File: src/rtl/rv32i_multicycle_ctrl.sv
// rv32i_multicycle_ctrl: multi-cycle control FSM for the RV32I core.
// It sequences each instruction through FETCH, DECODE, EXEC, MEM and WB.
// It drives the immediate select and the operand, writeback and PC selects.
// It handshakes with the instruction and data memories, counts retired
// instructions, and halts on illegal or SYSTEM opcodes and on memory timeout.
// Ports:
//   clk, rst                      clock, async active-high reset
//   imem_req/imem_ack/ir_in/ir_we instruction fetch handshake and IR load strobe
//   imm_type, alu_a_pc, alu_b_imm immediate type and ALU operand selects
//   branch_taken                  ALU compare result, sampled in EXEC
//   dmem_req/dmem_we/dmem_ack     data memory handshake
//   rf_we, wb_sel                 register file write strobe and source select
//   pc_we, pc_sel                 PC update strobe and source select
//   instret                       retired instruction counter (wraps)
//   halted, illegal, bus_err      sticky status flags
module rv32i_multicycle_ctrl #(
  parameter int unsigned MAX_WAIT = 15
) (
  input  logic        clk,
  input  logic        rst,
  output logic        imem_req,
  input  logic        imem_ack,
  input  logic [31:0] ir_in,
  output logic        ir_we,
  output logic [2:0]  imm_type,
  output logic        alu_a_pc,
  output logic        alu_b_imm,
  input  logic        branch_taken,
  output logic        dmem_req,
  output logic        dmem_we,
  input  logic        dmem_ack,
  output logic        rf_we,
  output logic [1:0]  wb_sel,
  output logic        pc_we,
  output logic [1:0]  pc_sel,
  output logic [31:0] instret,
  output logic        halted,
  output logic        illegal,
  output logic        bus_err
);

  localparam int unsigned WAIT_W = 8;
  localparam logic [WAIT_W-1:0] WAIT_LAST = WAIT_W'(MAX_WAIT - 32'd1);

  localparam logic [6:0] OP_LUI    = 7'b0110111;
  localparam logic [6:0] OP_AUIPC  = 7'b0010111;
  localparam logic [6:0] OP_JAL    = 7'b1101111;
  localparam logic [6:0] OP_JALR   = 7'b1100111;
  localparam logic [6:0] OP_BRANCH = 7'b1100011;
  localparam logic [6:0] OP_LOAD   = 7'b0000011;
  localparam logic [6:0] OP_STORE  = 7'b0100011;
  localparam logic [6:0] OP_IMM    = 7'b0010011;
  localparam logic [6:0] OP_OP     = 7'b0110011;
  localparam logic [6:0] OP_MISC   = 7'b0001111;
  localparam logic [6:0] OP_SYSTEM = 7'b1110011;

  typedef enum logic [2:0] {
    S_FETCH, S_DECODE, S_EXEC, S_MEM, S_WB, S_HALT
  } state_e;

  state_e            state_q, state_d;
  logic [6:0]        op_q, op_d;
  logic [WAIT_W-1:0] wait_q, wait_d;
  logic              imem_req_q, imem_req_d;
  logic              dmem_req_q, dmem_req_d;
  logic              dmem_we_q, dmem_we_d;
  logic [2:0]        imm_type_q, imm_type_d;
  logic              alu_a_pc_q, alu_a_pc_d;
  logic              alu_b_imm_q, alu_b_imm_d;
  logic [1:0]        wb_sel_q, wb_sel_d;
  logic              rf_we_q, rf_we_d;
  logic              pc_we_q, pc_we_d;
  logic [1:0]        pc_sel_q, pc_sel_d;
  logic [31:0]       instret_q, instret_d;
  logic              halted_q, halted_d;
  logic              illegal_q, illegal_d;
  logic              bus_err_q, bus_err_d;
  logic              enter_wb;

  // Only the opcode field steers control; the rest of the word feeds the datapath.
  logic unused_ir;
  assign unused_ir = ^ir_in[31:7];

  function automatic logic [2:0] imm_of(input logic [6:0] op);
    case (op)
      OP_LUI, OP_AUIPC: return 3'b011;
      OP_JAL:           return 3'b100;
      OP_STORE:         return 3'b010;
      OP_BRANCH:        return 3'b001;
      default:          return 3'b000;
    endcase
  endfunction

  function automatic logic [1:0] wb_of(input logic [6:0] op);
    case (op)
      OP_LOAD:         return 2'b01;
      OP_JAL, OP_JALR: return 2'b10;
      default:         return 2'b00;
    endcase
  endfunction

  function automatic logic is_legal(input logic [6:0] op);
    case (op)
      OP_LUI, OP_AUIPC, OP_JAL, OP_JALR, OP_BRANCH, OP_LOAD,
      OP_STORE, OP_IMM, OP_OP, OP_MISC: return 1'b1;
      default:                          return 1'b0;
    endcase
  endfunction

  // IR load strobe follows the fetch ack directly; an ack with no request is ignored.
  assign ir_we = (state_q == S_FETCH) && imem_req_q && imem_ack;

  // Next-state and registered-output logic.
  always_comb begin
    state_d     = state_q;
    op_d        = op_q;
    wait_d      = wait_q;
    imem_req_d  = imem_req_q;
    dmem_req_d  = dmem_req_q;
    dmem_we_d   = dmem_we_q;
    imm_type_d  = imm_type_q;
    alu_a_pc_d  = alu_a_pc_q;
    alu_b_imm_d = alu_b_imm_q;
    wb_sel_d    = wb_sel_q;
    rf_we_d     = 1'b0;
    pc_we_d     = 1'b0;
    pc_sel_d    = 2'b00;
    instret_d   = instret_q;
    halted_d    = halted_q;
    illegal_d   = illegal_q;
    bus_err_d   = bus_err_q;
    enter_wb    = 1'b0;

    case (state_q)
      S_FETCH: begin
        if (!imem_req_q) begin
          // First cycle out of reset: raise the request.
          imem_req_d = 1'b1;
          wait_d     = '0;
        end else if (imem_ack) begin
          imem_req_d  = 1'b0;
          op_d        = ir_in[6:0];
          imm_type_d  = imm_of(ir_in[6:0]);
          alu_a_pc_d  = (ir_in[6:0] == OP_AUIPC) || (ir_in[6:0] == OP_JAL) ||
                        (ir_in[6:0] == OP_BRANCH);
          alu_b_imm_d = !((ir_in[6:0] == OP_OP) || (ir_in[6:0] == OP_BRANCH));
          wb_sel_d    = wb_of(ir_in[6:0]);
          state_d     = S_DECODE;
        end else if (wait_q == WAIT_LAST) begin
          imem_req_d = 1'b0;
          bus_err_d  = 1'b1;
          halted_d   = 1'b1;
          state_d    = S_HALT;
        end else begin
          wait_d = wait_q + WAIT_W'(1);
        end
      end
      S_DECODE: begin
        if (op_q == OP_SYSTEM) begin
          halted_d = 1'b1;
          state_d  = S_HALT;
        end else if (!is_legal(op_q)) begin
          halted_d  = 1'b1;
          illegal_d = 1'b1;
          state_d   = S_HALT;
        end else begin
          state_d = S_EXEC;
        end
      end
      S_EXEC: begin
        if ((op_q == OP_LOAD) || (op_q == OP_STORE)) begin
          dmem_req_d = 1'b1;
          dmem_we_d  = (op_q == OP_STORE);
          wait_d     = '0;
          state_d    = S_MEM;
        end else begin
          enter_wb = 1'b1;
        end
      end
      S_MEM: begin
        if (dmem_ack) begin
          dmem_req_d = 1'b0;
          dmem_we_d  = 1'b0;
          enter_wb   = 1'b1;
        end else if (wait_q == WAIT_LAST) begin
          dmem_req_d = 1'b0;
          dmem_we_d  = 1'b0;
          bus_err_d  = 1'b1;
          halted_d   = 1'b1;
          state_d    = S_HALT;
        end else begin
          wait_d = wait_q + WAIT_W'(1);
        end
      end
      S_WB: begin
        imem_req_d = 1'b1;
        wait_d     = '0;
        state_d    = S_FETCH;
      end
      S_HALT: begin
        state_d = S_HALT;
      end
      default: begin
        state_d = S_HALT;
      end
    endcase

    // Retire: strobes and selects are registered so they appear in the WB cycle.
    // branch_taken is only meaningful here when arriving from EXEC.
    if (enter_wb) begin
      state_d   = S_WB;
      pc_we_d   = 1'b1;
      rf_we_d   = !((op_q == OP_BRANCH) || (op_q == OP_STORE) || (op_q == OP_MISC));
      instret_d = instret_q + 32'd1;
      if (op_q == OP_JALR) begin
        pc_sel_d = 2'b10;
      end else if ((op_q == OP_JAL) || ((op_q == OP_BRANCH) && branch_taken)) begin
        pc_sel_d = 2'b01;
      end
    end
  end

  // State and output registers.
  always_ff @(posedge clk or posedge rst) begin
    if (rst) begin
      state_q     <= S_FETCH;
      op_q        <= '0;
      wait_q      <= '0;
      imem_req_q  <= 1'b0;
      dmem_req_q  <= 1'b0;
      dmem_we_q   <= 1'b0;
      imm_type_q  <= 3'b000;
      alu_a_pc_q  <= 1'b0;
      alu_b_imm_q <= 1'b0;
      wb_sel_q    <= 2'b00;
      rf_we_q     <= 1'b0;
      pc_we_q     <= 1'b0;
      pc_sel_q    <= 2'b00;
      instret_q   <= '0;
      halted_q    <= 1'b0;
      illegal_q   <= 1'b0;
      bus_err_q   <= 1'b0;
    end else begin
      state_q     <= state_d;
      op_q        <= op_d;
      wait_q      <= wait_d;
      imem_req_q  <= imem_req_d;
      dmem_req_q  <= dmem_req_d;
      dmem_we_q   <= dmem_we_d;
      imm_type_q  <= imm_type_d;
      alu_a_pc_q  <= alu_a_pc_d;
      alu_b_imm_q <= alu_b_imm_d;
      wb_sel_q    <= wb_sel_d;
      rf_we_q     <= rf_we_d;
      pc_we_q     <= pc_we_d;
      pc_sel_q    <= pc_sel_d;
      instret_q   <= instret_d;
      halted_q    <= halted_d;
      illegal_q   <= illegal_d;
      bus_err_q   <= bus_err_d;
    end
  end

  assign imem_req  = imem_req_q;
  assign dmem_req  = dmem_req_q;
  assign dmem_we   = dmem_we_q;
  assign imm_type  = imm_type_q;
  assign alu_a_pc  = alu_a_pc_q;
  assign alu_b_imm = alu_b_imm_q;
  assign wb_sel    = wb_sel_q;
  assign rf_we     = rf_we_q;
  assign pc_we     = pc_we_q;
  assign pc_sel    = pc_sel_q;
  assign instret   = instret_q;
  assign halted    = halted_q;
  assign illegal   = illegal_q;
  assign bus_err   = bus_err_q;

endmodule

File: config.mk
export PLATFORM = sky130hd
export DESIGN_NAME = rv32i_multicycle_ctrl
export DESIGN_NICKNAME = d
export VERILOG_FILES = /design/src/rtl/rv32i_multicycle_ctrl.sv
export SDC_FILE = /design/constraint.sdc
export NUM_CORES = 1
export LEC_CHECK = 0
export CORE_ASPECT_RATIO = 1.25
export CORE_MARGIN = 1
export CORE_UTILIZATION = 63
export DETAILED_ROUTE_END_ITERATION = 16
export DONT_BUFFER_PORTS = 1
export PLACE_DENSITY = 0.81
export SLEW_MARGIN = 20
export SYNTH_ARGS = -nofsm -noshare
export SYNTH_HDL_FRONTEND = slang
export SYNTH_SLANG_ARGS = --single-unit
File: constraint.sdc
create_clock -name clk -period 2.1 [get_ports clk]
set_input_delay 0.105 -clock clk [delete_from_list [all_inputs] [get_ports clk]]
set_output_delay 0.105 -clock clk [all_outputs]
set_load 0.01 [all_outputs]
==> flow_metrics.tcl, run 1 <==
set metrics [dict create \
    cp_max_fo 11 \
    post_cts_buffers 0 \
    viasPerCell 5.96 \
    synth_seq_cells 67 \
    layout-drive-gt1-share_pct 14.0 \
    synth_common_cells "dfrtp_1, nand2_1, xnor2_1" \
    grt_pass1_vias 2607 \
    syn_inst 332 \
    htree_levels 3 \
    synth.most_common_cell "dfrtp_1" \
    required_ps 2350 \
    insertion_delay_ps 340 \
    synth_edf_count 0 \
    synth_nets 372 \
    finalSetupTns_ps 0 \
    syn_to_final_growth_pct 15.1 \
    synth_area_leaders "dfrtp_1, xnor2_1, nand2_1, nand3_1, o21ai_0" \
    leakage_nw 1.69 \
    crit_chain "nand2b_1, o21ai_0, o21ai_2, or3_4, o31ai_1" \
    cts.sinks 67 \
    synthFlopType "dfrtp_1" \
    clockRootBuffer "clkbuf_8" \
    startpoint_type "register" \
    grt_setup_unrepaired "false" \
    die_w_um 66.8 \
    hp-class "input port to register" \
    fillCellCount 350 \
    holdWs_ps 25.6 \
    place_ws_ps 145 \
    fin_nets 399 \
    gp_congestion 0.920 \
    dr.pass1.iters 5 \
    crit_family "simple AND/OR/NAND/NOR gates" \
    worst_pin_slew_ps 596 \
    ys_warn_count 0 \
    fin_crit_ps 1930 \
    slowest_stage "dfrtp_1" \
    synthArstFlopShare_pct 100 \
    dp_cells 401 \
    wl_per_cell_um 16.0 \
    wl_um 6800 \
    maxSlewHeadroom_pct 60.2 \
    power_mw 3.83 \
    drt_iter0_drc 114 \
    ys_types 54 \
    synth_top_area_cell "dfrtp_1" \
    clkSlewWorstSetupHoldPaths_ps 70 \
    timing.fmax_mhz 517 \
    final_cells 426 \
    core_sq_um 5040 \
    num_vias 2539 \
    io_pins 87 \
    setup_viol 0 \
    grt_usage_pct 27.9 \
    die_area_sq_um 5540 \
    route.detailed.drc 0 \
    max-cap-violations 0 \
    start_util_pct 65.5 \
    synth_top_cell_area_share_pct 50.8 \
    io_buffers 0 \
    cts_tree "done" \
    period_share_pct 92.1 \
    num_rows 29 \
    worstPathArrival_ps 2190 \
    yosysSeqAreaShare_pct 50.8 \
    worst-path-buf-inv 0 \
    grt_pass1_wl_um 11800 \
    cts_max_path_buffers 2 \
    place_hpwl_um 4530 \
    worst_setup_path_end_kind "register" \
    fp.dieH_um 83.0 \
    crit_type "register to register" \
    peakVddDrop_mv 0.776 \
    rrSetupSlack_ps 170 \
    status "complete, no violations" \
    clock-skew-final_ps 10.2 \
    grt_overflow 0 \
    drv_slew 0 \
    diodes 0 \
    syn_area_per_cell_sq_um 9.95 \
    netlist_area_sq_um 3300 \
    ant_nets 0 \
    antenna_found_initial 0 \
    max_stage_delay_ps 610 \
    setup_slack_ps 166 \
    cellPowerDensity_nw_per_um2 1010 \
    cts-buffers-inserted 9 \
    grt_max_degree 41 \
    hold_violations 0 \
]
[cells in the final DEF (no fill, tap or decap), drive strengths merged, types with 2 or more instances in the layout]
cell type and instances:
o21ai 20, clkbuf 11, bufinv 2, and4 4, dfrtp 67, xnor2 27, nor3b 4, a21o 2
clkinvlp 2, and2 3, ha 3, nand3 20, nor2 20, nand3b 2, buf 18, dlygate4sd3 9
nand4 9, nand2 49, nor4 5, inv 13, a31oi 3, o22a 3, nor3 6, or3 4
a21oi 11, o31ai 5, and3 5, nor2b 5, xor2 5, nand2b 6, or2 5
[path summary, 6_finish.rpt]
path | from | end | cells after the start
worst max-delay path | state_q[0] | wait_q[6] | 5
min in group asynchronous | rst | op_q[3] | 2
worst min register to register | wait_q[7] | wait_q[7] | 1
worst max register to register | state_q[0] | wait_q[6] | 5
worst min-delay path | ir_in[4] | imm_type[1] | 3
max in group asynchronous | rst | wait_q[5] | 3
[where the power goes]
part / leakage (nW) / internal [mW] / switching, mW
clock: 0.112 / 0.737 / 0.494
sequential: 0.885 / 1.45 / 0.226
combinational: 0.693 / 0.422 / 0.503
[repair_timing]
item                                    in CTS  in global routing
hold buffers                                 9                  0
endpoints found under the setup margin       0                  2
gates resized for setup                      0                  1
endpoints found under the hold margin       39                  0
[layer usage]
metal  vias up  part of all wire (%)  track usage (%)
li1       1219                     -                -
met1      1245                    40             34.2
met2        65                    52             45.9
met3        10                   6.2             8.79
met4         0                   1.7             8.90
met5         -                     0                0
[tightest hold or removal path, delay by kind of cell]
family / cells / cell delay, ps
and+or+nand+nor: 2 / 90
AOI/OAI and AO/OA: 1 / 140
[registers in the layout, summed over array words and instances, names as in the netlist, 2 cells and up]
signal,flops
op_q,7
pc_sel,2
wait_q,8
wb_sel,2
imm_type,3
instret,32
state_q,3
[final cells by class]
| type | instances | area [sq um] | area share, % |
|---|---|---|---|
| repair buffers | 27 | 238 | 6.25 |
| flip-flops and latches | 67 | 1680 | 44.1 |
| clock buffers | 11 | 151 | 3.98 |
| clock inverters | 5 | 83.8 | 2.20 |
| well taps | 62 | 77.6 | 2.04 |
| multi-input cells | 242 | 1530 | 40.2 |
| inverters | 12 | 45.0 | 1.18 |
[cell families (layout without fill, tap and decap cells)]
group           Yosys count  in the layout  synth area share, %
simple gates            151            151                 25.4
mux                       1              1                0.454
buf+inv                  23             55                 3.11
compound gates           55             55                 10.6
flops                    67             67                 50.8
xor+xnor                 32             32                 8.48
fa+ha+maj                 3              3                 1.14
[per-stage QoR]
step | area (sq um) | util (%)
2_1_floorplan | 3300 | -
3_3_place_gp | 3470 | 68.8
3_5_place_dp | 3470 | 68.8
4_1_cts | 3800 | 75.3
5_1_grt | 3800 | 75.4
6_report | 3800 | 75.4
No activity file was read; power rests on OpenSTA's default activity.
==> run 2: changes to the inputs <==
GPL_ROUTABILITY_DRIVEN = 1   (was not set)
PLACE_DENSITY = 0.79   (was 0.81)
==> flow_metrics.tcl, run 2 (synthesized netlist as in run 1, its figures left out) <==
set metrics [dict create \
    grt_max_degree 37 \
    max_stage_delay_ps 540 \
    grt_setup_unrepaired "false" \
    maxSlewHeadroom_pct 55.4 \
    mostFrequentLayoutCell "dfrtp_1" \
    crit_chain "nand2b_1, nand4_1, or3_1, nor3_1, xor2_1" \
    utilization_pct 74.7 \
    cts_tree "done" \
    grt_usage_pct 27.1 \
    worst_setup_path_end_kind "register" \
    required_ps 2360 \
    grt_pass1_wl_um 11400 \
    wl_um 6940 \
    grt_use_met3_pct 8.79 \
    die_w_um 66.8 \
    multi_input_area_sq_um 1520 \
    busiest_layer "met2" \
    insertion_delay_ps 340 \
    startpoint_type "register" \
    clkSlewWorstSetupHoldPaths_ps 70 \
    final_cells 429 \
    largest_reg_flops 32 \
    core_sq_um 5040 \
    crit_family "simple AND/OR/NAND/NOR gates" \
    clockRootBuffer "clkbuf_8" \
    io_pins 87 \
    drt_iter0_drc 147 \
    finalSetupTns_ps 0 \
    slowest_stage "dfrtp_1" \
    gp_congestion 0.872 \
    fp.dieH_um 83.0 \
    grtUsageMet2_pct 46.2 \
    place_hpwl_um 4790 \
    max-cap-violations 0 \
    die_area_sq_um 5540 \
    worstPathArrival_ps 2250 \
    crit_type "register to register" \
    fin_nets 402 \
    wl_per_cell_um 16.2 \
    grt_overflow 0 \
    setup_viol 0 \
    worst-path-buf-inv 0 \
    status "complete, no violations" \
    drv_slew 0 \
    layout-drive-gt1-share_pct 13.9 \
    seqCellArea_sq_um 1680 \
    peakVddDrop_mv 0.686 \
    met1_usage_pct 31.9 \
    dr.pass1.iters 4 \
    ant_nets 0 \
    grt_pass1_vias 2611 \
    period_share_pct 94.5 \
    num_vias 2571 \
    clock-skew-final_ps 7.61 \
    htree_levels 3 \
    cp_max_fo 11 \
    timing.fmax_mhz 504 \
    hp-class "input port to register" \
    io_buffers 0 \
    mostFrequentLayoutCells "dfrtp_1, nand2_1, xnor2_1" \
    antenna_found_initial 0 \
    diodes 0 \
    leakage_nw 1.69 \
    viasPerCell 5.99 \
    cts-buffers-inserted 9 \
    route.detailed.drc 0 \
    num_rows 29 \
    ctsResizeCount 0 \
    cellPowerDensity_nw_per_um2 956 \
    cts_max_path_buffers 2 \
    dp_cells 402 \
    cts.sinks 67 \
    start_util_pct 65.5 \
    fillCellCount 323 \
    hold_violations 0 \
    worst_pin_slew_ps 668 \
    fin_crit_ps 1980 \
    syn_to_final_growth_pct 14.1 \
]
==> run 2: changes by cell type in the layout (fill, tap and decap cells not counted) <==
cell	delta
clkbuf_1	+2
clkbuf_8	-2
clkinvlp_4	-2
inv_6	-1
clkinv_2	+3
bufinv_16	-1
nor4bb_2	-1
clkinv_4	+1
nor4bb_1	+1
buf_4	+3
==> run 2: repair_timing <==
item / CTS / global route
endpoints found under the hold margin: 44 / 0
hold buffers: 9 / 0
setup endpoints to repair: 0 / 1
buffers inserted: 0 / 2
==> run 2: where the power goes <==
part	total [mW]	internal [mW]	switching, mW
Combinational	0.895	0.410	0.484
Sequential	1.69	1.45	0.240
Clock	1.02	0.545	0.471
Total	3.60	2.41	1.20
==> run 2: worst paths after layout <==
kind / start / end / slack (ps) / cells past startpoint
setup reg to reg: state_q[0] / instret[13] / 120 / 5
min in group asynchronous: rst / wb_sel[1] / 310 / 2
max in group asynchronous: rst / instret[0] / 1170 / 3
hold / removal: ir_in[5] / alu_a_pc / 10 / 3
hold reg to reg: wait_q[7] / wait_q[7] / 490 / 1
setup / recovery: state_q[0] / instret[13] / 120 / 5
==> run 2: final cells by class <==
type	instances	area share [%]
repair buffers	30	6.91
well taps	62	2.06
multi-input cells	242	40.4
inverters	12	1.20
clock buffers	11	3.49
clock inverters	5	1.43
flip-flops and latches	67	44.5
==> run 2: worst register-to-register path: stages, from the launching register on <==
cell	delay, ps
dfrtp_1	540
nand2b_1	260
nand4_1	260
or3_1	440
nor3_1	220
xor2_1	190
==> run 2: through the flow <==
step / power, mW / hold WS [ps] / setup WS [ps] / instance area (sq um)
6_report: 3.60 / 13.2 / 116 / 3770
5_1_grt: 3.82 / 14.3 / 51.9 / 3770
4_1_cts: 3.62 / 6.38 / 41.6 / 3750
3_5_place_dp: 2.59 / 130 / 66.3 / 3480
3_3_place_gp: 2.55 / 123 / 206 / 3480
2_1_floorplan: 2.36 / 190 / 187 / 3300
==> run 2: routing by layer <==
metal | up-vias | routed length, um
met2 | 74 | 3620
met4 | 0 | 93
met3 | 9 | 363
met1 | 1271 | 2860
met5 | - | 0
li1 | 1217 | -
==> run 3: changes to the inputs <==
GPL_ROUTABILITY_DRIVEN = not set   (was 1)
PLACE_DENSITY = not set   (was 0.79)
PLACE_DENSITY_LB_ADDON = 0.2   (was not set)
==> flow_metrics.tcl, run 3 (synthesized netlist as in run 1, its figures left out) <==
set metrics [dict create \
    num_vias 2546 \
    grt_overflow 0 \
    cellPowerDensity_nw_per_um2 975 \
    status "complete, no violations" \
    cts.sinks 67 \
    largest_reg_flops 32 \
    drt_iter0_drc 146 \
    ant_nets 0 \
    die_area_sq_um 5540 \
    cts-buffers-inserted 9 \
    internal_power_mw 2.44 \
    r2r-end "wait_q[6]" \
    wl_um 6830 \
    clock-skew-final_ps 10.1 \
    setup_slack_ps 136 \
    post_cts_buffers 0 \
    worst_setup_path_end_kind "register" \
    p_seq_share_pct 45.7 \
    clkSlewWorstSetupHoldPaths_ps 70 \
    grt_pass1_wl_um 11200 \
    htree_levels 3 \
    hold_violations 0 \
    die_w_um 66.8 \
    route.detailed.drc 0 \
    mostFrequentLayoutCell "dfrtp_1" \
    diodes 0 \
    io_buffers 0 \
    period_share_pct 93.5 \
    num_rows 29 \
    maxSlewHeadroom_pct 57.9 \
    worst_pin_slew_ps 631 \
    comb_power_share_pct 26.4 \
    layout-drive-gt1-share_pct 13.7 \
    gp_congestion 0.864 \
    fp.dieH_um 83.0 \
    p_clk_share_pct 27.9 \
    crit_chain "nand2b_1, o21ai_0, o21ai_2, or3_4, o31ai_1" \
    place_hpwl_um 4560 \
    netSwitchingFraction_pct 33.4 \
    mostFrequentLayoutCells "dfrtp_1, nand2_1, xnor2_1" \
    reg2regPathDepth 5 \
    cts_tree "done" \
    regToRegStartpoint "state_q[0]" \
    cts_max_path_buffers 2 \
    min_to "imm_type[1]" \
    crit_type "register to register" \
    dp_cells 402 \
    finalSetupTns_ps 0 \
    max-cap-violations 0 \
    min_from "ir_in[4]" \
    start_util_pct 65.5 \
    wl_per_cell_um 16.0 \
    grt_max_degree 39 \
    grt_usage_pct 26.6 \
    timing.fmax_mhz 509 \
    drv_slew 0 \
    worstHoldPathCells 3 \
    grt_setup_unrepaired "false" \
    grt_pass1_vias 2507 \
    setup_viol 0 \
    rrSetupSlack_ps 140 \
    insertion_delay_ps 340 \
    clockRootBuffer "clkbuf_8" \
    leakage_nw 1.68 \
    place_ws_ps 124 \
    p_switching_mw 1.22 \
    hp-class "input port to register" \
    fin_nets 400 \
    fin_crit_ps 1960 \
    required_ps 2350 \
    viasPerCell 5.96 \
    crit_family "simple AND/OR/NAND/NOR gates" \
    dr.pass1.iters 4 \
    path_depth 5 \
    antenna_found_initial 0 \
    peakVddDrop_mv 0.666 \
    io_pins 87 \
    core_sq_um 5040 \
    max_stage_delay_ps 610 \
    startpoint_type "register" \
    cp_max_fo 11 \
    syn_to_final_growth_pct 13.8 \
    final_cells 427 \
    worstPathArrival_ps 2210 \
    worst-path-buf-inv 0 \
    slowest_stage "dfrtp_1" \
]
==> run 3: changes by cell type in the layout (fill, tap and decap cells not counted) <==
cell and delta:
buf_4 -2, nor4bb_1 -1, nor4bb_2 +1
==> run 3: cell type report <==
type	instances	area [sq um]
fillers	358	1280
flip-flops and latches	67	1680
clock inverters	5	53.8
clock buffers	11	131
well taps	62	77.6
inverters	12	45.0
repair buffers	28	245
multi-input cells	242	1530
==> run 3: per-layer routing <==
layer  GRT usage, %  up-vias  wire length, um  share of wire, %
li1               -     1219                -                 -
met4           9.48        0               85               1.2
met5              0        -                0                 0
met2           42.4       70             3460                51
met3           8.24       10              373               5.5
met1           33.5     1247             2900                43
==> run 3: metrics by stage <==
step	area (sq um)	power [mW]	util [%]	hold WS, ps
after floorplan	3300	2.36	-	190
after global placement	3480	2.59	69.0	100
after detailed placement	3480	2.62	69.0	105
after CTS	3750	3.68	74.4	14.8
after global routing	3760	3.87	74.5	21.3
final	3760	3.66	74.5	24.7
==> run 3: worst max path at each step <==
stage                          start           to
final                     state_q[0]    wait_q[6]
after global routing         op_q[1]  instret[22]
after CTS                    op_q[6]   state_q[0]
after detailed placement     op_q[6]   state_q[0]
after global placement       op_q[4]  instret[18]
after floorplan              op_q[2]   instret[1]
==> run 3: tightest hold or removal path, cell delays in order <==
cell and delay, ps:
nor4_1 30, o21ai_0 130, nand2_1 60
==> run 3: repair_timing <==
action                                  in CTS  in global routing
hold endpoints to repair                    42                  0
gates resized for setup                      0                  1
hold buffers                                 9                  0
endpoints found under the setup margin       0                  2
==> run 3: power by group through the flow <==
stage	sequential (mW)	combinational (mW)	clock (mW)
after global routing	1.70	1.08	1.09
after detailed placement	1.69	0.928	0
after CTS	1.67	0.963	1.04
after global placement	1.69	0.904	0
final	1.67	0.969	1.02
after floorplan	1.62	0.740	0
